[config.mk]
export PLATFORM = sky130hd
export DESIGN_NAME = connect_four_buttons
export DESIGN_NICKNAME = d
export VERILOG_FILES = /design/src/rtl/connect_four_buttons.sv
export SDC_FILE = /design/constraint.sdc
export NUM_CORES = 1
export LEC_CHECK = 0
export ABC_CLOCK_PERIOD_IN_PS = 4550
export CAP_MARGIN = 25
export CORE_MARGIN = 3
export CORE_UTILIZATION = 45
export CTS_BUF_LIST = sky130_fd_sc_hd__clkbuf_8
export DETAILED_ROUTE_END_ITERATION = 10
export GPL_TIMING_DRIVEN = 0
export SLEW_MARGIN = 20
export SYNTH_ARGS = -nofsm -noshare
export SYNTH_HDL_FRONTEND = slang
export SYNTH_SLANG_ARGS = --single-unit
[constraint.sdc]
create_clock -name clk -period 4.55 [get_ports clk]
set_input_delay 1.1375 -clock clk [delete_from_list [all_inputs] [get_ports clk]]
set_output_delay 1.1375 -clock clk [all_outputs]
set_load 0.02 [all_outputs]
[src/rtl/connect_four_buttons.sv]
// Button front end for the Connect Four core: synchronises, debounces and
// edge-detects three push buttons, adding auto-repeat to the left/right moves.
module connect_four_buttons #(
    parameter int DEBOUNCE_CYCLES = 250000,
    parameter int REPEAT_DELAY    = 12500000,
    parameter int REPEAT_RATE     = 3750000,
    parameter int CNT_W           = 24
) (
    input  logic       clk,
    input  logic       rst,
    input  logic [2:0] btn_raw,
    output logic       drop_piece,
    output logic       move_right,
    output logic       move_left,
    output logic [2:0] btn_level
);

    localparam logic [CNT_W-1:0] DEB_LAST   = CNT_W'(DEBOUNCE_CYCLES - 1);
    localparam logic [CNT_W-1:0] DELAY_LAST = CNT_W'(REPEAT_DELAY - 1);
    localparam logic [CNT_W-1:0] RATE_LAST  = CNT_W'(REPEAT_RATE - 1);

    typedef enum logic [1:0] {IDLE, DELAY, REPEAT, BOTH} state_t;

    logic [2:0] s1_reg;
    logic [2:0] s2_reg;
    logic [2:0] level_reg;
    logic [2:0] level_d_reg;
    logic [2:0] rise;

    always_ff @(posedge clk or posedge rst) begin
        if (rst) begin
            s1_reg      <= '0;
            s2_reg      <= '0;
            level_d_reg <= '0;
        end else begin
            s1_reg      <= btn_raw;
            s2_reg      <= s1_reg;
            level_d_reg <= level_reg;
        end
    end

    // Per-button debounce: a new level must persist DEBOUNCE_CYCLES samples.
    generate
        for (genvar gi = 0; gi < 3; gi++) begin : g_debounce
            logic [CNT_W-1:0] cnt_reg;

            always_ff @(posedge clk or posedge rst) begin
                if (rst) begin
                    cnt_reg       <= '0;
                    level_reg[gi] <= 1'b0;
                end else if (s2_reg[gi] == level_reg[gi]) begin
                    cnt_reg <= '0;
                end else if (cnt_reg == DEB_LAST) begin
                    level_reg[gi] <= s2_reg[gi];
                    cnt_reg       <= '0;
                end else begin
                    cnt_reg <= cnt_reg + CNT_W'(1);
                end
            end
        end
    endgenerate

    assign rise = level_reg & ~level_d_reg;

    state_t           state_reg, state_next;
    logic [CNT_W-1:0] timer_reg, timer_next;
    logic             dir_reg, dir_next;      // 1 = left, 0 = right
    logic             left_reg, left_next;
    logic             right_reg, right_next;
    logic             drop_reg;
    logic             held_act;
    logic             held_opp;

    assign held_act = dir_reg ? level_reg[2] : level_reg[1];
    assign held_opp = dir_reg ? level_reg[1] : level_reg[2];

    always_ff @(posedge clk or posedge rst) begin
        if (rst) begin
            state_reg <= IDLE;
            timer_reg <= '0;
            dir_reg   <= 1'b0;
            left_reg  <= 1'b0;
            right_reg <= 1'b0;
            drop_reg  <= 1'b0;
        end else begin
            state_reg <= state_next;
            timer_reg <= timer_next;
            dir_reg   <= dir_next;
            left_reg  <= left_next;
            right_reg <= right_next;
            drop_reg  <= rise[0];
        end
    end

    always_comb begin
        state_next = state_reg;
        timer_next = timer_reg;
        dir_next   = dir_reg;
        left_next  = 1'b0;
        right_next = 1'b0;
        case (state_reg)
            IDLE: begin
                if (rise[1] && rise[2]) begin
                    state_next = BOTH;
                end else if (rise[1] || rise[2]) begin
                    dir_next   = rise[2];
                    left_next  = rise[2];
                    right_next = rise[1];
                    timer_next = DELAY_LAST;
                    state_next = DELAY;
                end
            end
            DELAY, REPEAT: begin
                // Release wins over a simultaneous opposite press.
                if (!held_act) begin
                    state_next = IDLE;
                end else if (held_opp) begin
                    state_next = BOTH;
                end else if (timer_reg == '0) begin
                    left_next  = dir_reg;
                    right_next = ~dir_reg;
                    timer_next = RATE_LAST;
                    state_next = REPEAT;
                end else begin
                    timer_next = timer_reg - CNT_W'(1);
                end
            end
            BOTH: begin
                if (level_reg[2:1] == 2'b00) begin
                    state_next = IDLE;
                end
            end
            default: state_next = IDLE;
        endcase
    end

    assign drop_piece = drop_reg;
    assign move_left  = left_reg;
    assign move_right = right_reg;
    assign btn_level  = level_reg;

endmodule
==> key figures <==
Power
  • Cell Pwr Density: roughly 330 nW/um^2
  • Max IR drop VDD: about 0.00021 V
  • Leakage power: about 2.9 nW
  • Power, Total: between 2 and 2.5 mW

Synth
  • Synth area leader: dfrtp_1
  • Post-synthesis async set-or-reset flop share: 100%
  • Distinct cells, synth: 49
  • Top_reg_cell synth: dfrtp_1
  • Top post-synthesis cells by area: dfrtp_1, nor2_1, xnor2_1
  • Mapped Nets: slightly below 600
  • Synth top cells by count: dfrtp_1, nor2_1, xnor2_1
  • Synth top area share: about half
  • Synth Instances: 580
  • Most common cell in the synthesized netlist: dfrtp_1
  • #FFs+latches synth: around 110
  • Post-synthesis cell area: around 5700 um^2
  • Post-Syn Area per Cell: 9.84 um^2
  • Seq/Total Area, Yosys: 50.0%
  • Post-synth EDFFs: 0
  • YS warnings: 0

Timing
  • Hold Slack: approximately 0.36 ns
  • Slew Limit Fails: 0
  • Highest Clock Rate: between 300 and 400 MHz
  • Final Hold Viols: 0
  • Unrepaired setup endpoints after global routing: no
  • Max-slew headroom: 35.2%
  • Final min period: between 2 and 3 ns
  • Slew at the pin closest to its max-slew limit: approximately 0.96 ns
  • Post-route clock period utilization: between 50% and 60%
  • # setup viols final: 0
  • Clock skew: 0.00908 ns

Layout
  • Area Growth Syn to Fin: 13.9%
  • Reg area: around 2900 um^2
  • Final Net Count: roughly 630
  • Multi-input gate area: roughly 2700 um^2
  • Layout Cells excl Fill: roughly 790
  • Util after Layout: a little over half
  • Max reg flops: slightly above 70
  • Share of cells above drive strength 1: approximately a tenth
  • # diodes: 0
  • Fillcell total: approximately 1200

Route
  • Via density: ~5.2
  • DR DRC count: 0
  • Initial drt markers: approximately 260
  • Vias: 4120
  • Top Metal Used: met4
  • Final WL: approximately 11000 um
  • Routed len/inst: between 10 and 15 um
  • Detail Route met3 WL: roughly 320 um
  • Antenna-violating nets left: 0
  • Metal1 wirelength: roughly 5300 um
  • Pre-antenna DRT Iters: 4
  • Met2 WL post-DR: about 4900 um

Clock tree
  • Clock Path Buffers: 2
  • Root buffer cell: clkbuf_8
  • CTS sink count: 114
  • Clock-pin transition on the worst setup and hold timing paths: roughly 0.070 ns
  • Num CTS Buffers: 17
  • Worst-skew pair later-pin latency: about 0.43 ns
  • Post-cts repair resize count: 0
  • Post-CTS repair timing setup buffer count: 0
  • Cts hold-fix bufs: 0
  • H-tree levels: 4
  • TritonCTS clock tree: built

Global routing
  • Largest net degree at the start of global routing: 70
  • Initial antenna violation count: 0
  • First-pass GRT wire length: between 15000 and 20000 um
  • Vias in the first global route: about 4100
  • GRT overflow: 0
  • Total GRT Usage: ~17%

Die
  • Width of the die: 119 um
  • I/O pin count: 11
  • Die Area: roughly 14000 um^2
  • Core box area: around 12000 um^2
  • Die Y: 119 um
  • Row cnt: 40
  • Initial core utilization: a little under half

Place
  • Gpl congestion: 0.788
  • Buffers on Ports: 10
  • Hpwl dp: 7270 um
  • Placed cell count: 759

Hold path
  • Hold Path End: s2_reg[0]
  • Worst Hold Class: flip-flop to flip-flop
  • Worst hold stages: 0
  • Hold path startpoint: s1_reg[0]

Worst setup path
  • Critical path type: flip-flop to flip-flop
  • CP arrival: approximately 3.0 ns
  • CP Capture Type: flip-flop
  • Crit-path max FO: 9
  • Worst R2R Path Depth: 8
  • R2R Path End: timer_reg[21]
  • Register-to-register setup slack: between 1.5 and 2 ns
  • Startpoint Class: flip-flop
  • RR Startpoint: btn_level[1]
  • Worst EP required: 4.90 ns

Flow run
  • Max-cap check violation count: 0

Outcome
  • Status: complete, no violations
[final cells by class]
| type | count | area share (%) |
|---|---|---|
| repair buffers | 11 | 1.96 |
| multi-input cells | 426 | 41.1 |
| well taps | 168 | 3.23 |
| flip-flops and latches | 114 | 43.9 |
| plain buffers | 20 | 1.64 |
| inverters | 20 | 1.23 |
| clock buffers | 17 | 3.60 |
| clock inverters | 15 | 3.33 |
[report_power, final]
group	internal [mW]	switching, mW	total, mW
Combinational	0.0155	0.0361	0.0516
Sequential	1.02	0.00742	1.03
Clock	0.647	0.425	1.07
[kinds of logic after synthesis]
family          Yosys count  synth area share [%]
mux                       5                 0.943
simple gates            288                  26.3
buf+inv                  40                  3.18
flops                   114                  50.0
compound gates           41                  4.76
xor+xnor                 81                  12.4
fa+ha+maj                11                  2.41
[metrics by stage]
step                worst slack (ns)  setup TNS [ns]  area (um^2)
CTS                             1.84               0         6500
global placement               -1.22         -138.44         6020
floorplan                      0.397               0         5710
global route                    1.61               0         6500
finish                          1.87               0         6500
detailed placement              1.87               0         6050
[cell usage in the layout (no fill, tap or decap), types with 11 or more instances in the layout]
master and count:
nand4_1 19, ha_1 11, nand2_1 34, dfrtp_1 114, a21oi_1 12, xor2_1 34
and3_1 11, clkbuf_8 17, nor3_1 17, nor4_1 17, nor2_1 111, nand3_1 35
inv_1 20, xnor2_1 47
[worst max-delay path, stage by stage, from the launching register on]
cell and delay, ns:
dfrtp_1 0.41, buf_6 0.15, or2b_1 0.20, inv_1 0.07
ha_1 0.20, o21a_1 0.21, a311oi_1 0.77, o21ai_1 0.43
nand3_1 0.17
[worst max-delay path by stage]
stage,startpoint,endpoint,slack (ns),depth (start not counted)
after global placement,rst,dir_reg,-1.22,2
after detailed placement,btn_level[1],timer_reg[21],1.87,8
final,btn_level[1],timer_reg[21],1.87,8
after global routing,btn_level[2],timer_reg[21],1.61,8
after floorplan,rst,btn_level[0],0.40,1
after CTS,btn_level[1],timer_reg[21],1.84,8
[per-layer routing]
metal	up-vias	track usage [%]
li1	2049	-
met1	2006	22.9
met2	46	24.9
met3	19	4.59
met4	0	6.73
met5	-	0
Note: power is estimated with default switching activity, not from simulation.
